==> config.mk <==
export PLATFORM = sky130hd
export DESIGN_NAME = vtage_update_ctrl
export DESIGN_NICKNAME = d
export VERILOG_FILES = /design/src/rtl/vtage_update_ctrl.sv
export SDC_FILE = /design/constraint.sdc
export NUM_CORES = 1
export LEC_CHECK = 0
export CORE_UTILIZATION = 30
export CTS_BUF_LIST = sky130_fd_sc_hd__clkbuf_2
export DETAILED_ROUTE_END_ITERATION = 8
export DONT_BUFFER_PORTS = 1
export GPL_ROUTABILITY_DRIVEN = 0
export GPL_TIMING_DRIVEN = 0
export PLACE_DENSITY = 0.53
export SETUP_SLACK_MARGIN = 0.5
export SLEW_MARGIN = 20
export SYNTH_ARGS = -nofsm -noshare
export SYNTH_HDL_FRONTEND = slang
export SYNTH_SLANG_ARGS = --single-unit
==> constraint.sdc <==
create_clock -name clk_i -period 7.6 [get_ports clk_i]
set_input_delay 1.14 -clock clk_i [delete_from_list [all_inputs] [get_ports clk_i]]
set_output_delay 1.14 -clock clk_i [all_outputs]
set_load 0.01 [all_outputs]
==> src/rtl/vtage_update_ctrl.sv <==
// VTAGE commit-side update controller: evaluates resolved-value feedback
// and pulses per-table entry updates. Optional macro: VTAGE_ALLOC_RAND_EN.
module vtage_update_ctrl #(
    parameter int P_NUM_TABLES   = 4,
    parameter int LP_INDEX_WIDTH = 8,
    parameter int P_CONF_WIDTH   = 8,
    parameter int P_TAG_WIDTH    = 8,
    parameter int P_U_WIDTH      = 2
) (
    input  logic                                        clk_i,
    input  logic                                        rst_i,
    input  logic                                        fb_valid_i,
    output logic                                        fb_ready_o,
    input  logic [P_NUM_TABLES*P_TAG_WIDTH-1:0]         fb_tag_i,
    input  logic [LP_INDEX_WIDTH-1:0]                   fb_value_i,
    output logic [P_NUM_TABLES*P_TAG_WIDTH-1:0]         ent_fb_tag_o,
    input  logic [P_NUM_TABLES-1:0]                     ent_tag_match_i,
    input  logic [P_NUM_TABLES-1:0]                     ent_alloc_avail_i,
    input  logic [P_NUM_TABLES*LP_INDEX_WIDTH-1:0]      ent_value_i,
    input  logic [P_NUM_TABLES*(P_CONF_WIDTH+1)-1:0]    ent_conf_i,
    output logic [P_NUM_TABLES-1:0]                     ud_incr_conf_o,
    output logic [P_NUM_TABLES-1:0]                     ud_rst_conf_o,
    output logic [P_NUM_TABLES-1:0]                     ud_incr_use_o,
    output logic [P_NUM_TABLES-1:0]                     ud_decr_use_o,
    output logic [P_NUM_TABLES-1:0]                     ud_rst_use_o,
    output logic [P_NUM_TABLES-1:0]                     ud_load_tag_o,
    output logic [P_NUM_TABLES-1:0]                     ud_load_value_o,
    output logic [P_NUM_TABLES*P_TAG_WIDTH-1:0]         ud_tag_o,
    output logic [LP_INDEX_WIDTH-1:0]                   ud_value_o,
    output logic                                        alloc_fail_o
);

    localparam int NT = P_NUM_TABLES;
    localparam int VW = LP_INDEX_WIDTH;
    localparam int CW = P_CONF_WIDTH + 1;
    localparam int TW = P_TAG_WIDTH;

    if (P_U_WIDTH < 1) begin : g_bad_u_width
        $error("P_U_WIDTH must be at least 1");
    end

    typedef enum logic [1:0] {
        S_IDLE,
        S_EVAL,
        S_UPDATE
    } state_e;

    state_e              state_q;
    logic [NT*TW-1:0]    tag_q;
    logic [VW-1:0]       value_q;

    logic [NT-1:0]       incr_conf_q, incr_conf_d;
    logic [NT-1:0]       rst_conf_q, rst_conf_d;
    logic [NT-1:0]       incr_use_q, incr_use_d;
    logic [NT-1:0]       decr_use_q, decr_use_d;
    logic [NT-1:0]       rst_use_q, rst_use_d;
    logic [NT-1:0]       load_tag_q, load_tag_d;
    logic [NT-1:0]       load_value_q, load_value_d;
    logic [NT*TW-1:0]    ud_tag_q, ud_tag_d;
    logic [VW-1:0]       ud_value_q, ud_value_d;
    logic                fail_q, fail_d;

    logic                hit;
    logic                correct;
    logic                above;
    int                  prov;
    int                  sel;
    int                  n_cand;
    logic [CW-1:0]       prov_conf;
    logic [NT-1:0]       cand;

`ifdef VTAGE_ALLOC_RAND_EN
    logic [7:0]          lfsr_q;
    int                  second;

    // Fibonacci LFSR, taps 8,6,5,4; free-running to spread allocations.
    always_ff @(posedge clk_i) begin
        if (rst_i) begin
            lfsr_q <= 8'hA5;
        end else begin
            lfsr_q <= {lfsr_q[6:0], lfsr_q[7] ^ lfsr_q[5] ^ lfsr_q[4] ^ lfsr_q[3]};
        end
    end
`endif

    always_comb begin
        hit    = 1'b0;
        prov   = 0;
        for (int i = 0; i < NT; i++) begin
            if (ent_tag_match_i[i]) begin
                hit  = 1'b1;
                prov = i;
            end
        end
        prov_conf = ent_conf_i[prov*CW +: CW];
        correct   = hit && (ent_value_i[prov*VW +: VW] == value_q);
        above     = !hit || (prov < NT - 1);

        cand   = '0;
        sel    = 0;
        n_cand = 0;
`ifdef VTAGE_ALLOC_RAND_EN
        second = 0;
`endif
        for (int j = 0; j < NT; j++) begin
            cand[j] = ent_alloc_avail_i[j] && (!hit || j > prov);
            if (cand[j]) begin
                if (n_cand == 0) sel = j;
`ifdef VTAGE_ALLOC_RAND_EN
                else if (n_cand == 1) second = j;
`endif
                n_cand = n_cand + 1;
            end
        end
`ifdef VTAGE_ALLOC_RAND_EN
        if (n_cand >= 2 && lfsr_q[0]) sel = second;
`endif

        incr_conf_d  = '0;
        rst_conf_d   = '0;
        incr_use_d   = '0;
        decr_use_d   = '0;
        rst_use_d    = '0;
        load_tag_d   = '0;
        load_value_d = '0;
        ud_tag_d     = '0;
        fail_d       = 1'b0;

        if (correct) begin
            incr_conf_d[prov] = 1'b1;
            incr_use_d[prov]  = prov_conf[CW-1];
        end else begin
            if (hit) begin
                rst_conf_d[prov]   = 1'b1;
                decr_use_d[prov]   = 1'b1;
                load_value_d[prov] = (prov_conf == '0);
            end
            if (|cand) begin
                load_tag_d[sel]       = 1'b1;
                load_value_d[sel]     = 1'b1;
                rst_conf_d[sel]       = 1'b1;
                rst_use_d[sel]        = 1'b1;
                ud_tag_d[sel*TW +: TW] = tag_q[sel*TW +: TW];
            end else if (above) begin
                // Nothing free above the provider: age every higher entry.
                for (int j = 0; j < NT; j++) begin
                    if (!hit || j > prov) decr_use_d[j] = 1'b1;
                end
                fail_d = 1'b1;
            end
        end
        ud_value_d = (|load_value_d) ? value_q : '0;
    end

    always_ff @(posedge clk_i) begin
        if (rst_i) begin
            state_q      <= S_IDLE;
            tag_q        <= '0;
            value_q      <= '0;
            incr_conf_q  <= '0;
            rst_conf_q   <= '0;
            incr_use_q   <= '0;
            decr_use_q   <= '0;
            rst_use_q    <= '0;
            load_tag_q   <= '0;
            load_value_q <= '0;
            ud_tag_q     <= '0;
            ud_value_q   <= '0;
            fail_q       <= 1'b0;
        end else begin
            incr_conf_q  <= '0;
            rst_conf_q   <= '0;
            incr_use_q   <= '0;
            decr_use_q   <= '0;
            rst_use_q    <= '0;
            load_tag_q   <= '0;
            load_value_q <= '0;
            ud_tag_q     <= '0;
            ud_value_q   <= '0;
            fail_q       <= 1'b0;
            unique case (state_q)
                S_IDLE: begin
                    if (fb_valid_i) begin
                        tag_q   <= fb_tag_i;
                        value_q <= fb_value_i;
                        state_q <= S_EVAL;
                    end
                end
                S_EVAL: begin
                    incr_conf_q  <= incr_conf_d;
                    rst_conf_q   <= rst_conf_d;
                    incr_use_q   <= incr_use_d;
                    decr_use_q   <= decr_use_d;
                    rst_use_q    <= rst_use_d;
                    load_tag_q   <= load_tag_d;
                    load_value_q <= load_value_d;
                    ud_tag_q     <= ud_tag_d;
                    ud_value_q   <= ud_value_d;
                    fail_q       <= fail_d;
                    state_q      <= S_UPDATE;
                end
                S_UPDATE: state_q <= S_IDLE;
                default:  state_q <= S_IDLE;
            endcase
        end
    end

    assign fb_ready_o      = (state_q == S_IDLE) & ~rst_i;
    assign ent_fb_tag_o    = tag_q;
    assign ud_incr_conf_o  = incr_conf_q;
    assign ud_rst_conf_o   = rst_conf_q;
    assign ud_incr_use_o   = incr_use_q;
    assign ud_decr_use_o   = decr_use_q;
    assign ud_rst_use_o    = rst_use_q;
    assign ud_load_tag_o   = load_tag_q;
    assign ud_load_value_o = load_value_q;
    assign ud_tag_o        = ud_tag_q;
    assign ud_value_o      = ud_value_q;
    assign alloc_fail_o    = fail_q;

endmodule
---- Word level (Yosys, flattened, before mapping) ----
Index checks and enable logic that the tools add are counted.
word-level totals
  bits of input ports ..................... 119
  word-level logic and storage cells ...... 107
  bits in registers ....................... 107
operators by class
  order comparisons ....................... 9
  $add $sub $neg .......................... 3
  muxes and demuxes ....................... 36
  equality and inequality tests ........... 3
  reductions and logical operators ........ 27
  bitwise gates (word level) .............. 11
  multiply operators ...................... 1
  shift operators ......................... 5
operators by type and width
  cell                     count
  $mux 32                  8
  $logic_not 32->1         3
  $add 32x2->32 const B    2
  $ge 32x1->1 const B      2
  $gt 3x32->1 const A      2
  $lt 32x4->1 const B      2
  $shiftx 32x32->8         2
  $mux 4                   9
  $shiftx 36x32->9         1
  $neg 32->33              1
  $shift 8x33->32 const A  1
  $shiftx 8x33->32         1
  $and 32x32->32           1
  $gt 1x32->1 const A      1
  $gt 2x32->1 const A      1
  $lt 32x3->1 const B      1
  $mul 32x5->32 const B    1
  $mux 1                   15
  $reduce_or 4->1          3
  $logic_not 9->1          1
  $reduce_or 3->1          3
  $and 4x4->4              2
  $eq 8x8->1               1
  $or 4x4->4               2
  other kinds (14)         29

---- Logic depth before layout (Yosys ltp) ----
Gate-level depths: netlist of the first run.
  depth in word-level cells ............... 25
  depth in mapped cells ................... 13
  mapped depth without buffers ............ 10

---- Least setup slack after synthesis of the first run ----
OpenSTA, ideal clock, no wires.
  kind .................................... input -> register
  start ................................... input ent_tag_match_i[1]
  end ..................................... register ud_tag_q[10], in the netlist ud_tag_o[10]
  stages on the path ...................... 12
  library setup time ...................... 92 ps
  required time ........................... 7,508 ps
  data arrival time ....................... 3,434 ps
  slack ................................... 4,074 ps
  cell sequence ........................... buf_2 nor3_1 buf_2 and2_1 inv_1 ha_1 clkbuf_1 nand4_1 o31a_1 buf_2 mux2_2 nor4_1
on the way
  word-level cells in the longest chain between the ends .. 17
  elaborated cells on any way between the ends .. 44
  those cells by class .................... 3 x add/sub; 4 x order compare; 1 x eq/ne; 4 x shift; 15 x mux; 2 x bitwise; 15 x reduce/logical
RTL lines
  what                                                        line      text
  start: declaration                                          17        input logic [P_NUM_TABLES-1:0] ent_tag_match_i,
  $mux 1                                                      90        if (ent_tag_match_i[i]) begin
  $mux 32 / $mux 1 (equally long branches) (2 in a row)       90
  $gt 1x32->1 / $logic_not 1->1 (equally long branches)       106       cand[j] = ent_alloc_avail_i[j] && (!hit || j > prov);
  $logic_or 1x1->1                                            106
  $logic_and 1x1->1                                           106
  $mux 1                                                      107       if (cand[j]) begin
  $add 32x2->32 / $logic_not 32->1 (equally long branches)    112, 108
  $mux 32 / $mux 1 (equally long branches)                    107, 108
  $add 32x2->32 (tied with other cells)                       112       n_cand = n_cand + 1;
  $mux 32 (on tied branches)                                  107, 108
  $logic_not 32->1 / $mux 32 (equally long branches)          108, 107
  $mux 32                                                     108       if (n_cand == 0) sel = j;
  $mux 32                                                     107
  $neg 32->33 / $shiftx 32x32->8 (equally long branches)      143       ud_tag_d[sel*TW +: TW] = tag_q[sel*TW +: TW];
  $shiftx 8x33->32 / $shift 8x33->32 (equally long branches)  143
  $and 32x32->32 (no source line)                             --
  end signal: assignment                                      197       ud_tag_q <= ud_tag_d;
  end: declaration                                            59        logic [NT*TW-1:0] ud_tag_q, ud_tag_d;
Several ways; a longest one is shown, not always the timed one.
A chain may end at the register's enable or synchronous reset.

---- Worst setup path after layout of the first run ----
  start ................................... input ent_tag_match_i[1]
  end ..................................... register ud_tag_q[0], in the netlist ud_tag_o[0]
The elaborated chain is that of the path after synthesis.

==> run_results.csv, run 1 <==
group,metric,value,unit
run_status,status,"finished, violations left",
run_status,violations,"design-rule violations",
clocking,cts.sinks,107,
synth,synth.avg_cell_area,8.72,sq um
clocking,cts_setup_buffers,0,
clocking,clk_pin_slew,280,ps
timing,skew,36.1,ps
route,wl_met3,1.11,mm
timing,rsz0062_at_grt,"no",
clocking,cts-hold-fix-buffers,0,
timing,setup_viol,0,
final_layout,layout-drive-gt1-share,10.5,%
route,drt-met1-wl,6.47,mm
clocking,cts_buffers,9,
synth,synth.area.top_cells,"dfxtp_1 (47%), nand2_1 (8.2%), a21oi_1 (5.6%)",
synth,ys_seq_area_share,46.7,%
pwr,irDropWorstVdd,176,uV
global_route,track_usage,18.6,%
worst_setup_path,criticalPathCategory,"input pin to register",
timing,tightest_slew,687,ps
die,die_h,126,um
job,drv_cap,0,
final_layout,finalInstanceArea,0.00496,sq mm
route,drtIter0Drc,234,
synth,synth_top_area_cell,"dfxtp_1",
timing,slew_headroom,54.1,%
clocking,cts_tree,"yes",
global_route,grt_overflow,0,
synth,syn_nets,648,
worst_setup_path,crit_required,8150,ps
timing,maxSlewViolCount,0,
die,die-width,126,um
route,routed_wl,14.4,mm
route,wl_per_cell,19.9,um
route,drc,10,
synth,synth_edf_count,0,
die,rows,44,
synth,synth_seq_cells,107,
min_path,hp-class,"register to register",
final_layout,syn_to_final_growth,8.18,%
timing,hold_violations,0,
clocking,cts_root_buffer,"clkbuf_2",
route,first_pass_iters,8,
synth,synth_cell_types,51,
route,via_per_inst,5.30,
clocking,clock_latency,650,ps
pwr,power_density,209,mW/mm^2
die,die-area,0.0158,sq mm
global_route,first_global_vias,3771,
timing,period_needed,3760,ps
synth,synth_area,0.00459,sq mm
worst_setup_path,path_max_fanout,10,
die,ioPinCount,221,
timing,period_share,49.4,%
synth,async_reset_ff_share,0,%
synth,synth_top_cell_area_share,46.7,%
route,dr.max_layer_used,"met4",
die,start_util,31.2,%
synth,syn_inst,526,
synth,ys_warn_count,0,
placed_design,portBuffers,0,
clocking,cts.path.max_buffers,2,
worst_setup_path,crit_arrival,4310,ps
placed_design,dpl_cell_area,0.00482,sq mm
die,coreArea,0.0147,sq mm
global_route,grt_start_max_net_pins,19,
placed_design,dpl.hpwl,11.5,mm
clocking,cts_resized,0,
clocking,htree_levels,3,
worst_setup_path,cp-start-kind,"input pin",
global_route,grt_first_pass_wirelength,22.1,mm
route,drt.antenna.violating_nets,0,
worst_setup_path,reg2reg_slack,5160,ps
timing,max_freq,0.266,GHz
global_route,grt_antenna_before_repair,1,
route,met2_length,6.64,mm
timing,setup_tns,0,ps
worst_setup_path,crit_path_end_kind,"register",
route,vias,3855,
final_layout,nets,659,
pwr,leakagePower,1.83,nW
synth,ys.flop_type,"dfxtp_1",
## per-stage QoR
step / std cells / utilization (%) / power (mW) / hold slack, ps / setup slack (ps)
6_report: 727 / 33.8 / 1.04 / 516 / 3840
5_1_grt: 727 / 33.8 / 1.09 / 503 / 3490
4_1_cts: 726 / 33.7 / 1.05 / 514 / 3850
3_5_place_dp: 710 / 32.8 / 0.743 / 486 / 3150
3_3_place_gp: 710 / 32.8 / 0.740 / 488 / 3240
2_1_floorplan: 526 / - / 0.705 / 451 / 4070
## routing by layer
layer,GRT usage [%],vias up
li1,-,1870
met1,23.6,1830
met2,29.6,135
met3,6.80,20
met4,4.95,0
met5,0,-
## cells in the final DEF (no fill, tap or decap), drive strengths merged, types with 4 or more instances in the layout
cell type    n
a21o         9
nand2      100
clkbuf      30
and3         6
nor3        48
nor3b        8
nand4        4
and2         4
o21ai       15
dfxtp      107
nor2b        7
nor2        15
a21boi       4
o41ai        5
a21oi       51
nor4        17
buf         20
mux2        10
inv         15
a211oi       4
mux2i       22
## cell families (layout without fill, tap and decap cells)
group	Yosys count	in the layout	share of synthesized area, %
compound gates	104	104	14.5
xor+xnor	3	3	0.573
fa+ha+maj	3	3	0.818
buf+inv	54	70	5.70
flops	107	107	46.7
mux	32	32	7.26
other cells	0	1	0
simple gates	223	223	24.4
## sequential cells by signal, indices dropped and copies added, names as in the netlist
signal,count
alloc_fail_o,1
ent_fb_tag_o,32
state_q,2
ud_decr_use_o,4
ud_incr_conf_o,4
ud_incr_use_o,4
ud_load_tag_o,4
ud_load_value_o,4
ud_rst_conf_o,4
ud_tag_o,32
ud_value_o,8
value_q,8
## worst max-delay path, stage by stage
cell and delay [ps]:
buf_2 150, nor3_1 450, buf_2 320, and2_1 180, inv_1 60, ha_1 180, clkbuf_1 230, nand4_1 170
o31a_1 240, nor3b_1 580, nand2_1 370, nor3_1 240
## Yosys cell counts, types with 2 or more instances
library cell  count
nor3_1           48
o31a_1            2
mux2_2           10
nor3b_1           7
o221ai_1          2
and4b_1           2
and3b_1           2
nand4_1           4
buf_2            11
clkbuf_1         21
and2_1            4
xnor2_1           3
ha_1              3
and4_1            2
nor4_1           12
dfxtp_1         107
nand3b_1          2
a21oi_1          51
o211ai_1          2
a211oi_1          4
nor2_1           14
inv_1            13
nand2_1         100
nand2b_1          3
a21boi_0          4
buf_4             6
mux2i_1          22
a21o_1            9
o41ai_1           4
buf_6             3
and3_1            6
a31oi_1           2
nor4_2            5
nor2b_1           7
o21ai_0          13
## layout make-up
| type | count | area (sq um) |
|---|---|---|
| Fill cell | 1536 | 9740 |
| Multi-Input combinational cell | 365 | 2180 |
| Sequential cell | 107 | 2140 |
| Tap cell | 184 | 230 |
| Buffer | 41 | 213 |
| Clock inverter | 7 | 97.6 |
| Inverter | 13 | 48.8 |
| Clock buffer | 9 | 45.0 |
| Antenna cell | 1 | 2.50 |
## worst paths after layout
path,start,endpoint,depth (start not counted)
hold / removal,value_q[5],value_q[5],2
hold reg to reg,value_q[5],value_q[5],2
setup / recovery,ent_tag_match_i[1],ud_tag_o[0],12
setup reg to reg,value_q[2],ud_value_o[3],8
## power by group
| part | leakage (nW) | internal (mW) | switching, mW |
|---|---|---|---|
| logic | 0.879 | 0.0497 | 0.0791 |
| registers | 0.869 | 0.579 | 0.0236 |
| clock network | 0.0806 | 0.111 | 0.195 |
| total | 1.83 | 0.740 | 0.297 |
Power figures use the tool's default switching activity.
==> run 2, diff against run 1 <==
Clock period 7.6 ns to 3.8 ns, I/O delays scaled along.
==> run 2 against run 1 <==
Net effect:
- the flow still finishes with violations (design-rule violations)
- count of clock-buffer cells in the layout unchanged
- sequential power up 100%
- final cell count up 5.9%
- global-route usage up 0.22 points
- via count up 4.3%
- combinational power up 130%
- register-to-register slack worse by 3800 ps
- non-clock buffer count up 43
- critical path depth unchanged
- clock power up 99%
- die area unchanged
- critical path type unchanged
- largest power group unchanged
==> run_results.csv, run 2 (same netlist as run 1, synthesis figures left out) <==
group,metric,value,unit
run_status,status,"finished, violations left",
run_status,violations,"design-rule violations",
route,drtIter0Drc,255,
route,wl_per_cell,18.9,um
global_route,first_global_vias,3955,
route,routed_wl,14.6,mm
placed_design,pre_cts_ws,-82.1,ps
placed_design,portBuffers,0,
final_layout,num-fill-cells,1500,
die,start_util,31.2,%
final_layout,finalNonFillerCells,770,
timing,hold_violations,0,
final_layout,nets,702,
clocking,cts.path.max_buffers,2,
timing,period_share,77.7,%
pwr,irDropWorstVdd,355,uV
placed_design,dpl_cell_area,0.00482,sq mm
final_layout,finalInstanceArea,0.00540,sq mm
timing,hold_ws,83.9,ps
timing,maxSlewViolCount,0,
clocking,cts_setup_buffers,0,
worst_setup_path,timing.rr.end,"ud_value_o[3]",
worst_setup_path,crit_required,4340,ps
die,die-area,0.0158,sq mm
clocking,cts_root_buffer,"clkbuf_2",
min_path,holdPathStages,2,
route,vias,4020,
timing,tightest_slew,684,ps
worst_setup_path,criticalPathCategory,"input pin to register",
worst_setup_path,crit_path_end_kind,"register",
die,rows,44,
timing,skew,35.0,ps
final_layout,final_util,36.7,%
route,via_per_inst,5.22,
timing,rsz0062_at_grt,"no",
min_path,whs_endpoint,"ud_load_value_o[0]",
clocking,cts.sinks,107,
worst_setup_path,reg2reg_depth,8,
timing,period_needed,2950,ps
worst_setup_path,regToRegStartpoint,"value_q[2]",
global_route,grt_overflow,0,
global_route,grt_start_max_net_pins,19,
clocking,clk_pin_slew,310,ps
die,ioPinCount,221,
timing,setup_tns,0,ps
clocking,htree_levels,3,
worst_setup_path,path_max_fanout,10,
final_layout,layout-drive-gt1-share,9.91,%
worst_setup_path,reg2reg_slack,1380,ps
route,first_pass_iters,6,
route,drt.antenna.violating_nets,0,
final_layout,layout_common_cells,"dfxtp_1 (107), nand2_1 (100), a21oi_1 (51)",
clocking,clock_latency,650,ps
job,drv_cap,0,
pwr,leakagePower,2.01,nW
timing,setup_viol,0,
timing,max_freq,0.339,GHz
pwr,power.total,2.11,mW
route,drc,10,
die,die-width,126,um
worst_setup_path,crit_arrival,3490,ps
clocking,cts_tree,"yes",
global_route,grt_antenna_before_repair,1,
placed_design,dpl.hpwl,11.5,mm
clocking,cts_buffers,9,
timing,setup_ws,848,ps
worst_setup_path,cp-start-kind,"input pin",
global_route,grt_first_pass_wirelength,22.6,mm
global_route,track_usage,18.8,%
min_path,min_from,"ent_tag_match_i[0]",
die,coreArea,0.0147,sq mm
placed_design,dpl.cell_count,710,
final_layout,final_common_cell,"dfxtp_1",
timing,slew_headroom,54.2,%
die,die_h,126,um
pwr,power_density,391,mW/mm^2
min_path,hp-class,"input pin to register",
final_layout,syn_to_final_growth,17.7,%
## run 2: worst max path at each step
| stage | to | startpoint | slack (ps) | cells after the start |
|---|---|---|---|---|
| final | ud_tag_o[9] | ent_tag_match_i[1] | 850 | 12 |
| after CTS | ud_tag_o[0] | ent_tag_match_i[1] | 620 | 12 |
| after detailed placement | ud_tag_o[0] | ent_tag_match_i[1] | -80 | 12 |
| after floorplan | ud_tag_o[10] | ent_tag_match_i[1] | 840 | 12 |
| after global placement | ud_tag_o[1] | ent_tag_match_i[1] | 10 | 12 |
| after global routing | ud_tag_o[2] | ent_tag_match_i[1] | 550 | 12 |
## run 2: critical path, cell delays in order
cell	delay (ps)
buf_2	150
nor3_1	440
buf_2	320
and2_1	180
inv_1	60
ha_1	180
clkbuf_1	230
nand4_1	170
o31a_1	260
buf_2	290
mux2_2	410
nor4_1	230
## run 2: area by class of cell
class	instances	area, sq um	share of cell area [%]
Clock buffer	9	45.0	0.834
Multi-Input combinational cell	365	2190	40.5
Antenna cell	1	2.50	0.0464
Timing Repair Buffer	43	430	7.97
Sequential cell	107	2140	39.7
Inverter	13	48.8	0.904
Clock inverter	7	97.6	1.81
Tap cell	184	230	4.27
Buffer	41	213	3.94
## run 2: metal layers
layer | routed length (um) | track usage (%)
met1 | 6580 | 24.1
met2 | 6770 | 29.9
met3 | 1050 | 6.24
met4 | 196 | 5.38
met5 | 0 | 0
## run 2: repair_timing
item	in CTS	in global routing
resized for setup	0	1
hold buffers	43	0
endpoints found under the setup margin	0	8
endpoints found under the hold margin	43	0
## run 2: where the power goes
group | leakage, nW | total (mW) | internal [mW] | switching [mW]
clock network | 0.0806 | 0.609 | 0.222 | 0.388
logic | 1.06 | 0.295 | 0.129 | 0.166
registers | 0.869 | 1.21 | 1.16 | 0.0471
